==> src/rtl/uart_tx_fifo.sv <==
// Byte FIFO feeding the UART transmitter. It stores up to DEPTH bytes and
// launches them one at a time over the tx_start/tx_data/tx_busy handshake.
`timescale 1ns/1ps
module uart_tx_fifo #(
  parameter int DEPTH  = 16,
  parameter int ADDR_W = 4
) (
  input  logic              clk,
  input  logic              rst,
  input  logic [7:0]        wr_data,
  input  logic              wr_en,
  output logic              full,
  output logic              empty,
  output logic [ADDR_W:0]   count,
  output logic              overflow,
  input  logic              ovf_clr,
  output logic [7:0]        tx_data,
  output logic              tx_start,
  input  logic              tx_busy
);

  typedef enum logic [1:0] {
    IDLE      = 2'd0,
    WAIT_BUSY = 2'd1,
    WAIT_DONE = 2'd2
  } state_t;

  logic [7:0]        mem_q [DEPTH];
  logic [ADDR_W-1:0] wr_ptr_q, wr_ptr_d;
  logic [ADDR_W-1:0] rd_ptr_q, rd_ptr_d;
  logic [ADDR_W:0]   count_q, count_d;
  logic              overflow_q, overflow_d;
  logic [7:0]        tx_data_q, tx_data_d;
  logic              tx_start_q, tx_start_d;
  state_t            state_q, state_d;

  logic pop;
  logic wr_accept;

  assign full     = (count_q == (ADDR_W+1)'(DEPTH));
  assign empty    = (count_q == '0);
  assign count    = count_q;
  assign overflow = overflow_q;
  assign tx_data  = tx_data_q;
  assign tx_start = tx_start_q;

  // A pop frees a slot in the same cycle, so a write at full is still
  // accepted when the sequencer pops.
  assign pop       = (state_q == IDLE) && !empty;
  assign wr_accept = wr_en && (!full || pop);

  // Next-state logic for pointers, occupancy, overflow flag and sequencer.
  always_comb begin
    wr_ptr_d   = wr_ptr_q;
    rd_ptr_d   = rd_ptr_q;
    count_d    = count_q;
    overflow_d = overflow_q;
    tx_data_d  = tx_data_q;
    tx_start_d = 1'b0;
    state_d    = state_q;

    if (wr_accept) begin
      wr_ptr_d = wr_ptr_q + 1'b1;
    end

    if (pop) begin
      rd_ptr_d   = rd_ptr_q + 1'b1;
      tx_data_d  = mem_q[rd_ptr_q];
      tx_start_d = 1'b1;
    end

    case ({wr_accept, pop})
      2'b10:   count_d = count_q + 1'b1;
      2'b01:   count_d = count_q - 1'b1;
      default: count_d = count_q;
    endcase

    // A dropped write takes priority over a clear in the same cycle.
    if (wr_en && !wr_accept) begin
      overflow_d = 1'b1;
    end else if (ovf_clr) begin
      overflow_d = 1'b0;
    end

    case (state_q)
      IDLE: begin
        if (pop) state_d = WAIT_BUSY;
      end
      WAIT_BUSY: begin
        if (tx_busy) state_d = WAIT_DONE;
      end
      WAIT_DONE: begin
        if (!tx_busy) state_d = IDLE;
      end
      default: state_d = IDLE;
    endcase
  end

  // Byte storage; contents are intentionally left unreset.
  always_ff @(posedge clk) begin
    if (wr_accept) begin
      mem_q[wr_ptr_q] <= wr_data;
    end
  end

  // Control registers with synchronous reset.
  always_ff @(posedge clk) begin
    if (rst) begin
      wr_ptr_q   <= '0;
      rd_ptr_q   <= '0;
      count_q    <= '0;
      overflow_q <= 1'b0;
      tx_data_q  <= '0;
      tx_start_q <= 1'b0;
      state_q    <= IDLE;
    end else begin
      wr_ptr_q   <= wr_ptr_d;
      rd_ptr_q   <= rd_ptr_d;
      count_q    <= count_d;
      overflow_q <= overflow_d;
      tx_data_q  <= tx_data_d;
      tx_start_q <= tx_start_d;
      state_q    <= state_d;
    end
  end

endmodule
==> config.mk <==
export PLATFORM = sky130hd
export DESIGN_NAME = uart_tx_fifo
export DESIGN_NICKNAME = d
export VERILOG_FILES = /design/src/rtl/uart_tx_fifo.sv
export SDC_FILE = /design/constraint.sdc
export NUM_CORES = 1
export LEC_CHECK = 0
export ABC_AREA = 1
export ABC_CLOCK_PERIOD_IN_PS = 5600
export BUFFER_PORTS_ARGS = -buffer_cell sky130_fd_sc_hd__buf_2
export CORE_AREA = 2 2 109 111
export DETAILED_ROUTE_END_ITERATION = 8
export DIE_AREA = 0 0 111 113
export GPL_TIMING_DRIVEN = 1
export PLACE_DENSITY_LB_ADDON = 0.05
export SLEW_MARGIN = 10
export SYNTH_ARGS = -nofsm -noshare
export SYNTH_HDL_FRONTEND = slang
export SYNTH_SLANG_ARGS = --single-unit
export TNS_END_PERCENT = 10
==> constraint.sdc <==
create_clock -name clk -period 5.6 [get_ports clk]
set_input_delay 0.56 -clock clk [delete_from_list [all_inputs] [get_ports clk]]
set_output_delay 0.56 -clock clk [all_outputs]
set_load 0.005 [all_outputs]
# Yosys cells after proc, flatten, opt, wreduce, memory -nomap -nowiden
# Memory sizes are Yosys's and may differ from the RTL's. A register that Yosys moved wholly into a read port is not among the register bits.
# Cells that the tools add are included.
# op_classes
n_reduce_logical,12
n_addsub,4
n_mux,10
eq_ne,8
# ops
op,n
$pmux W5 S2,1
$add A4 B1 Y4 const B,2
$mux W2,3
$ne A2 B2 Y1 const B,3
$pmux W2 S3,1
$add A5 B1 Y5 const B,1
$eq A5 B5 Y1 const B,1
$logic_not A5 Y1,1
$mux W1,5
$sub A5 B1 Y5 const B,1
$eq A2 B1 Y1 const B,2
$eq A2 B2 Y1 const B,2
$reduce_bool A2 Y1,2
$logic_and A1 B1 Y1,3
$logic_not A1 Y1,3
$reduce_and A3 Y1,1
$logic_not A2 Y1,1
$logic_or A1 B1 Y1,1
# totals
input_bits,13
mem_count,1
ramBits,128
ff_bits,17
# mem_list
name,depth,word_bits,rd,rd_ports_with_merged_regs,wr,line,source
mem_q,16,8,1,1,1,28,logic [7:0] mem_q [DEPTH];

# Longest topological paths before layout
# Gate-level depths: netlist (run 1).
# logic_depth
ltp_word,8
mapped_depth,15
ltp_nobuf,15

# Worst setup path after synthesis (run 1)
# No wires, ideal clock.
# synth_timing
path_type,register to register
from,register count_q[0] (netlist: count[0])
to,register count_q[4] (netlist: count[4])
path_stages_with_launch,16
slack_ns,3.669
setup_ns,0.115
n_path_buf,0
arrival_ns,1.816
path_cell_list,dfxtp_1 nor2_2 nand3_2 nand2_4 inv_2 nand2_1 inv_1 fa_1 nand2_1 nand2_1 a21oi_1 nand2_1 nand2_1 nand3_1 nand2_1 nor2_1
# synth_via
elab_chain_cells,7
elab_cells_between_ends,13
# synth_lines
item,line,source
"start, declared",31,"logic [ADDR_W:0] count_q, count_d;"
"start signal, assigned",119,count_q <= count_d;
$logic_not A5 Y1,41,assign empty = (count_q == '0);
$logic_not A1 Y1,49,assign pop = (state_q == IDLE) && !empty;
$logic_and A1 B1 Y1,49,
$logic_or A1 B1 Y1,50,assign wr_accept = wr_en && (!full || pop);
$logic_and A1 B1 Y1,50,
$eq A2 B1 Y1 / $eq A2 B2 Y1 (equally long branches),72,"case ({wr_accept, pop})"
$pmux W5 S2 / $reduce_bool A2 Y1 (equally long branches),n/a,
# Several ways; a longest one is shown, not always the timed one.
# A chain may end at the register's enable or synchronous reset.

==> results of run 1 <==
[registers in the layout, indices dropped and copies added, names as in the netlist]
name and flops:
mem_q 128, tx_data 8, count 5, rd_ptr_q 4, wr_ptr_q 4, state_q 2
overflow 1, tx_start 1
[synth_stat cells]
library cell and instances:
a21oi_1 11, buf_2 13, buf_4 7, buf_6 3
clkbuf_1 5, clkinv_1 2, dfxtp_1 25, edfxtp_1 128
fa_1 1, ha_1 8, inv_1 88, inv_2 3
nand2_1 193, nand2_4 1, nand3_1 97, nand3_2 1
nand3b_1 1, nor2_1 62, nor2_2 1, nor2_4 1
nor3_1 1, o21ai_0 15, o21ai_4 1, o21bai_1 1
or3b_2 1, xor2_1 4
[metal layers]
metal / global-route usage, % / routed length, um / part of all wire (%)
met1: 32.8 / 6250 / 42
met2: 40.9 / 7190 / 49
met3: 4.45 / 958 / 6.5
met4: 12.1 / 348 / 2.4
met5: 0 / 0 / 0
[layout make-up]
cell class | count | area (sq um) | share of cell area [%]
flip-flops and latches | 153 | 4350 | 58.8
well taps | 143 | 179 | 2.42
inverters | 93 | 349 | 4.72
multi-input cells | 400 | 1810 | 24.5
repair buffers | 31 | 160 | 2.17
clock inverters | 13 | 110 | 1.49
clock buffers | 19 | 433 | 5.86
[worst max-delay path, cell delays in order (launching register included)]
cell	delay, ns
dfxtp_1	0.86
clkinv_1	0.74
nand3_1	0.33
nand3_1	0.16
nand3_1	0.10
nand2_1	0.05
inv_1	0.04
[worst paths after layout]
path                                  start    endpoint  slack, ns
worst max-delay path            rd_ptr_q[2]  tx_data[1]       3.25
worst min-delay path                ovf_clr    overflow       0.38
worst max register to register  rd_ptr_q[2]  tx_data[1]       3.25
worst min register to register     overflow    overflow       0.47
[cell families (layout without fill, tap and decap cells)]
| logic type | Yosys count | in the layout | share of synthesized area, % |
|---|---|---|---|
| buf+inv | 121 | 156 | 7.78 |
| compound gates | 28 | 28 | 2.31 |
| simple gates | 359 | 359 | 22.5 |
| fa+ha+maj | 9 | 9 | 1.80 |
| xor+xnor | 4 | 4 | 0.525 |
| flops | 153 | 153 | 65.1 |
[per-stage QoR]
step	power, mW	cells
after floorplan	2.08	674
after global placement	2.29	820
after detailed placement	2.30	820
after CTS	3.35	852
after global routing	3.52	852
final	3.34	852
[cells in the final DEF, fill, tap and decap left out, drive strengths merged]
cell type and n:
inv 91, nor3 1, bufinv 2, nand2 194, nor2 64, xor2 4, nand3b 1, a21oi 11
nand3 98, clkbuf 19, buf 31, edfxtp 128, o21ai 16, clkinv 12, fa 1, clkinvlp 1
ha 8, dfxtp 25, or3b 1, o21bai 1
[power by group through the flow]
stage | Combinational (mW) | Clock [mW] | Sequential (mW)
2_1_floorplan | 0.700 | 0 | 1.38
3_3_place_gp | 0.900 | 0 | 1.38
3_5_place_dp | 0.908 | 0 | 1.39
4_1_cts | 0.919 | 1.07 | 1.37
5_1_grt | 1.03 | 1.11 | 1.37
6_report | 0.918 | 1.06 | 1.37
==> impl_metrics.toml, run 1 <==
[run_status]
status = "finished, final reports clean"

[critical_path]
endpoint_kind = "flop"
cp.arrival_ns = 2.71
worstRegToRegCells = 6
crit_path_max_fanout = 19
worstSetupPathType = "flop to flop"
critPathLaunchType = "flop"
required_ns = 5.97

[timing]
hold_viol_final = 0
relSlewSlack_pct = 24.3
fin_ws_ns = 3.25
skew_ns = 0.00865
clock.fmax_mhz = 426
setup_viol = 0
rsz0062_at_grt = "false"
finalCritPeriodShare_pct = 41.9
post-route-min-period_ns = 2.35
timing.hold.ws_ns = 0.380
tns_ns = 0
worst_pin_slew_ns = 1.13
drv_slew = 0

[routing]
wl_um = 14700
drtIter0Drc = 362
ant_nets = 0
vias = 4556
drc = 0
avgViaCountPerCell = 5.35
first_pass_iters = 5
post_drt_wl_per_cell_um = 17.3

[global_route]
grt_pass1_wl_um = 23400
antenna_found_initial = 0
grt_max_degree = 67
grtUsageTotal_pct = 25.0
grt_pass1_vias = 4406
grt-ovfl-total = 0

[logic_synthesis]
synth.avg_cell_area_sq_um = 9.90
syn_area_sq_mm = 0.00668
yosysUniqueCellTypes = 26
yosysTopAreaCell = "edfxtp_1"
yosysSeqAreaShare_pct = 65.1
ys_ff_latch = 153
synth_top_cell_area_share_pct = 57.6
syn-num-nets = 696
yosys-top-cells-area = "edfxtp_1 58%, nand2_1 11%, dfxtp_1 7.5%, nand3_1 7.3%, inv_1 4.9%"
yosysWarnings = 0
syn_inst = 674

[pwr]
power.net_switching_mw = 1.10
p_sw_share_pct = 33.1
powerDensity_mw_per_mm2 = 452
p_int_mw = 2.23
p_clk_share_pct = 31.6
vdd_drop_max_mv = 0.416
combPwrFrac_pct = 27.5
p_leak_nw = 3.17
p_seq_share_pct = 40.9

[clock_network]
cts_resized = 0
cts_max_level = 4
cts_buffers = 17
post-cts-setup-buffer-count = 0
clkTransAtPathRegs_ns = 0.06
cts_tree = "yes"
cts_root_buf = "clkbuf_16"
holdBufCountCts = 0
clk_path_buf_depth = 2
clkLatencyLatePin_ns = 0.42
cts.sinks = 153

[layout]
final_area_sq_mm = 0.00739
num-nets-final = 718
diodes = 0
fin_util_pct = 65.5
drive_above_1_share_pct = 9.17
nFillCells = 910
area_delta_synth_final_pct = 10.7

[place]
place.gp.congestion = 0.911
placed_area_sq_mm = 0.00685
portBuffers = 29
dp_hpwl_um = 9230
post-place-ws_ns = 3.32

[floorplan]
die_area_sq_mm = 0.0125
num_io_pins = 30
core_sq_mm = 0.0113
floorplan.rows = 39
start_util_pct = 59.2
fp.dieW_um = 111
dieHeight_um = 113

[worst_hold_path]
hold_depth = 4
hold_class = "input port to flop"

[flow_run]
drv_cap = 0
(Power assumes the default switching activity.)
==> run 2: changes to the inputs <==
Settings changed: ABC_AREA 1 to 0, ABC_CLOCK_PERIOD_IN_PS 5600 to 2050, CORE_AREA 2 2 109 111 to 2 2 110 112, DIE_AREA 0 0 111 113 to 0 0 112 114.
Clock period 5.6 ns to 2.05 ns, I/O delays scaled along.
==> run 2 against run 1 <==
The flow now finishes with violations (setup timing). Count of clock-buffer cells in the layout grew 1. Sequential power grew to 2.7 times the previous value. Via count down 24%. Final cell count is 28% lower. Clock skew about the same. Global-route usage down 3.4 points. Fmax shrank 1.5%. Synthesized area decreased by 7.0%. Final area is 1.4% higher. Critical path depth increased by 2. Clock power rose to 2.9 times the previous value.
==> impl_metrics.toml, run 2 <==
[run_status]
status = "finished with violations"
violations = "setup timing"

[logic_synthesis]
synth_flop_cell = "edfxtp_1"
yosysSeqAreaShare_pct = 70.0
ys_ff_latch = 153
yosysUniqueCellTypes = 45
ys_async_sr_fraction_pct = 0
yosysTopAreaCell = "edfxtp_1"
yosys-top-cells-area = "edfxtp_1 62%, dfxtp_1 8.1%, mux4_2 5.8%, mux2i_1 5.6%, nor2_1 2.1%"
synthMostInstantiatedCell = "edfxtp_1"
synth_commonest_cells = "128 x edfxtp_1, 35 x mux2i_1, 34 x nor2_1"
yosysWarnings = 0
synth_top_cell_area_share_pct = 61.9
syn_inst = 384
synth_edf_count = 128
syn_area_sq_mm = 0.00621
syn-num-nets = 406
synth.avg_cell_area_sq_um = 16.2

[clock_network]
cts_root_buf = "clkbuf_16"
cts_tree = "yes"
clkTransAtPathRegs_ns = 0.06
clk_path_buf_depth = 2
cts_max_level = 4
clkLatencyLatePin_ns = 0.42
cts.sinks = 153
cts_buffers = 17

[place]
place.gp.congestion = 0.795
post-place-ws_ns = -0.368
dp_hpwl_um = 8170
portBuffers = 29

[timing]
tns_ns = -0.594
finalCritPeriodShare_pct = 116
setup_viol = 3
fin_ws_ns = -0.331
post-route-min-period_ns = 2.38
hold_viol_final = 0
skew_ns = 0.00897
relSlewSlack_pct = 61.6
worst_pin_slew_ns = 0.576
drv_slew = 0
clock.fmax_mhz = 420
rsz0062_at_grt = "true"

[critical_path]
critPathLaunchType = "flop"
worstSetupPathType = "flop to flop"
path_cells = "or4_4 > o21ai_4 > nor2_4 > fa_2 > a21o_1 > a2111o_1 > o211ai_1 > a41oi_1"
endpoint_kind = "flop"
cp_slowest_stage_delay_ns = 0.55
crit_path_top_delay_cell = "or4_4"
cp.arrival_ns = 2.65
crit_path_max_fanout = 4
crit_family = "compound AO/OA/AOI/OAI gates"
crit_buf_inv = 0
required_ns = 2.32

[floorplan]
dieHeight_um = 114
die_area_sq_mm = 0.0128
num_io_pins = 30
floorplan.rows = 40
core_sq_mm = 0.0117
fp.dieW_um = 112
start_util_pct = 53.0

[routing]
wl_um = 12700
avgViaCountPerCell = 5.65
ant_nets = 0
drc = 0
drtIter0Drc = 266
post_drt_wl_per_cell_um = 20.8
first_pass_iters = 4
vias = 3466

[flow_run]
drv_cap = 0

[global_route]
antenna_found_initial = 0
grt_pass1_wl_um = 20100
grtUsageTotal_pct = 21.6
grt_pass1_vias = 3649
grt-ovfl-total = 0
grt_max_degree = 51

[layout]
final_cell_mix = "128 x edfxtp_1, 39 x buf_4, 35 x mux2i_1, 29 x buf_2, 25 x nor2_1"
regMostFlops = "mem_q"
area_delta_synth_final_pct = 20.6
nFillCells = 882
num-nets-final = 475
fin_util_pct = 64.0
seq_area_sq_mm = 0.00435
largest_reg_flops = 128
multi_input_area_sq_mm = 0.00183
diodes = 0
drive_above_1_share_pct = 30.7
mostFrequentLayoutCell = "edfxtp_1"

[pwr]
vdd_drop_max_mv = 0.790
p_leak_nw = 2.52
powerDensity_mw_per_mm2 = 1200

[worst_hold_path]
hold_class = "input port to flop"
## run 2: changes by cell type after synthesis, sizes merged, moves of 12 or more
| cell | previous run | this run |
|---|---|---|
| nor3 | 1 | 14 |
| nor2 | 64 | 34 |
| nand3 | 98 | 6 |
| mux2i | 0 | 37 |
| inv | 91 | 4 |
| o22ai | 0 | 16 |
| mux4 | 0 | 16 |
| buf | 23 | 11 |
| o21ai | 16 | 1 |
| nand2 | 194 | 8 |
## run 2: worst paths after layout
kind	slack [ns]	startpoint	endpoint	depth (start not counted)
worst max register to register	-0.33	count[0]	count[4]	8
worst max-delay path	-0.33	count[0]	count[4]	8
worst min register to register	0.47	overflow	overflow	2
worst min-delay path	0.07	ovf_clr	overflow	3
## run 2: where the power goes
part / leakage, nW / internal [mW] / switching, mW / total [mW]
Clock: 0.288 / 1.91 / 1.20 / 3.11
Sequential: 1.36 / 3.55 / 0.108 / 3.66
Combinational: 0.865 / 1.05 / 1.19 / 2.24
## run 2: metal layers
metal,vias up,wire (um),track usage [%]
met1,1735,5620,29.1
met3,18,581,5.37
li1,1634,-,-
met4,0,245,8.37
met5,-,0,0
met2,79,6270,34.4
## run 2: worst register-to-register path: cells and delay by family, from the launching register on
| family | cells | cell delay [ns] |
|---|---|---|
| AO/OA/AOI/OAI | 5 | 0.95 |
| AND/OR/NAND/NOR | 2 | 0.61 |
| flip-flops | 1 | 0.34 |
| adder cells (fa/ha/maj) | 1 | 0.33 |
## run 2: layout make-up
cell class	instances	area share, %
Tap cell	147	2.46
Sequential cell	153	58.1
Timing Repair Buffer	74	6.97
Inverter	4	0.200
Clock inverter	12	1.97
Clock buffer	20	5.83
Multi-Input combinational cell	203	24.5
## run 2: kinds of logic (layout without fill, tap and decap cells)
logic type,count (synthesis),count (layout),synth area share (%)
AND/OR/NAND/NOR,82,82,6.37
AO/OA/AOI/OAI,49,49,5.94
buffers and inverters,28,110,2.01
flip-flops,153,153,70.0
XOR/XNOR,8,8,1.13
adder cells (fa/ha/maj),9,9,1.93
multiplexers,55,55,12.7
## run 2: timing repair
| item | CTS | global route |
|---|---|---|
| setup buffers | 1 | 1 |
| pin swaps | 6 | 1 |
| hold endpoints to repair | 1 | 0 |
| gates resized for setup | 11 | 7 |
| hold buffers | 1 | 0 |
| endpoints found under the setup margin | 82 | 49 |
## run 2: per-stage QoR
step	total power, mW	std cells	cell area (sq um)	hold WS, ns
floorplan	5.07	384	6230	0.304
finish	9.01	613	7490	0.0660
global placement	5.80	578	6790	0.417
detailed placement	5.83	578	6790	0.433
CTS	9.01	612	7430	0.0535
global route	9.41	613	7490	0.0734
==> run 3: changes to the inputs <==
Settings changed: ABC_AREA 0 to 1, CORE_AREA 2 2 110 112 to 2 2 114 116, DIE_AREA 0 0 112 114 to 0 0 116 118.
==> run 3 against run 2 <==
The flow now finishes without violations. Combinational power is 21% higher. Sequential cell count stayed put. Register-to-register slack better by 0.39 ns. Critical path type unchanged.
==> impl_metrics.toml, run 3 (synthesis results as in run 1) <==
[run_status]
status = "finished, final reports clean"

[critical_path]
worstSetupPathType = "flop to flop"
reg2reg_from = "count[3]"
worstRegToRegCells = 6
critPathLaunchType = "flop"
cp.arrival_ns = 2.04
crit_path_max_fanout = 8
r2r_slack_ns = 0.06
required_ns = 2.10
r2r-end = "mem_q[14][1]"
endpoint_kind = "flop"

[global_route]
grt_pass1_wl_um = 21700
grt_pass1_vias = 4029
grtUsageTotal_pct = 21.7
antenna_found_initial = 0
grt_max_degree = 67
grt-ovfl-total = 0

[pwr]
finalPower_mw = 9.31
vdd_drop_max_mv = 0.637
p_clk_share_pct = 31.2
p_sw_share_pct = 33.7
p_leak_nw = 3.22
powerDensity_mw_per_mm2 = 1230
combPwrFrac_pct = 29.3
p_seq_share_pct = 39.6
p_int_mw = 6.17
power.net_switching_mw = 3.14

[clock_network]
cts_resized = 0
clkLatencyLatePin_ns = 0.42
cts_tree = "yes"
post-cts-setup-buffer-count = 0
clkTransAtPathRegs_ns = 0.06
cts_root_buf = "clkbuf_16"
holdBufCountCts = 0
cts.sinks = 153
cts_max_level = 4
cts_buffers = 17
clk_path_buf_depth = 2

[place]
portBuffers = 29
placed_cells = 860
dp_hpwl_um = 9400
place.gp.congestion = 0.887
placed_area_sq_mm = 0.00699

[layout]
diodes = 0
mostFrequentLayoutCell = "nand2_1"
drive_above_1_share_pct = 13.1
regMostFlops = "mem_q"
largest_reg_flops = 128
num-nets-final = 729
final_cell_mix = "193 x nand2_1, 128 x edfxtp_1, 97 x nand3_1, 88 x inv_1, 52 x nor2_1"
stdcell_count = 892
area_delta_synth_final_pct = 13.5
final_area_sq_mm = 0.00758
fin_util_pct = 61.0

[timing]
relSlewSlack_pct = 57.1
hold_viol_final = 0
worst_pin_slew_ns = 0.641
skew_ns = 0.0106
rsz0062_at_grt = "true"
clock.fmax_mhz = 503
post-route-min-period_ns = 1.99
finalCritPeriodShare_pct = 97.0
drv_slew = 0
setup_viol = 0

[worst_hold_path]
hold_depth = 4
min_from = "ovf_clr"
holdPathEnd = "overflow"
hold_class = "input port to flop"

[routing]
met3WireLength_um = 837
wl_um = 14100
wl_met1_um = 6540
vias = 4533
routed-wl-met2_um = 6470
drtIter0Drc = 401
ant_nets = 0
top_layer = "met4"
post_drt_wl_per_cell_um = 15.9
avgViaCountPerCell = 5.08
drc = 0
first_pass_iters = 5

[floorplan]
dieHeight_um = 118
fp.dieW_um = 116
num_io_pins = 30
die_area_sq_mm = 0.0137
start_util_pct = 53.8
core_sq_mm = 0.0124
floorplan.rows = 41

[flow_run]
drv_cap = 0
## run 3: changes by cell type in the layout (fill, tap and decap cells not counted), moves of 13 or more
cell / delta
nand2_1: +185
nand3_1: +91
inv_1: +84
mux2i_1: -35
buf_4: -28
nor2_1: +27
mux4_2: -16
o22ai_1: -16
o21ai_0: +15
nor3_1: -13
## run 3: layout make-up
| class | count | area, sq um |
|---|---|---|
| clock buffers | 18 | 429 |
| clock inverters | 14 | 128 |
| fillers | 1074 | 4840 |
| inverters | 93 | 349 |
| multi-input cells | 400 | 1840 |
| flip-flops and latches | 153 | 4350 |
| well taps | 172 | 215 |
| repair buffers | 42 | 268 |
## run 3: stage by stage
| step | setup WS, ns | TNS (ns) | hold slack, ns |
|---|---|---|---|
| floorplan | 0.119 | 0 | 0.304 |
| global route | -0.0571 | -1.27 | 0.0254 |
| finish | 0.0612 | 0 | 0.0253 |
| CTS | 0.0187 | 0 | 0.00883 |
| global placement | 0.115 | 0 | 0.446 |
| detailed placement | 0.0369 | 0 | 0.457 |
## run 3: per-layer routing
layer  vias to the layer above  track usage, %
met2                       139            32.2
met3                        23            5.72
met5                         -               0
met4                         0            6.99
met1                      2119            31.4
li1                       2252               -
## run 3: power by group through the flow
stage | registers, mW | logic, mW | clock network, mW
CTS | 3.68 | 2.72 | 2.94
finish | 3.68 | 2.72 | 2.90
detailed placement | 3.75 | 2.70 | 0
floorplan | 3.76 | 1.91 | 0
global route | 3.70 | 3.04 | 3.09
global placement | 3.74 | 2.67 | 0
## run 3: worst max path at each step
stage                    to  slack [ns]      from  cells after the start
6_report       mem_q[14][1]        0.06  count[3]                      6
5_1_grt        mem_q[14][1]       -0.06  count[3]                      6
4_1_cts         mem_q[6][7]        0.02  count[3]                      6
3_3_place_gp    mem_q[6][1]        0.12  count[3]                      6
2_1_floorplan      count[4]        0.12  count[0]                     15
3_5_place_dp    mem_q[6][1]        0.04  count[3]                      6
## run 3: critical path, cell delays in order, from the launching register on
cell and delay, ns:
dfxtp_1 0.39, nor2_2 0.06, nand3_1 0.15, o21ai_4 0.07
inv_1 0.14, nand2_1 0.24, nor2_1 0.57
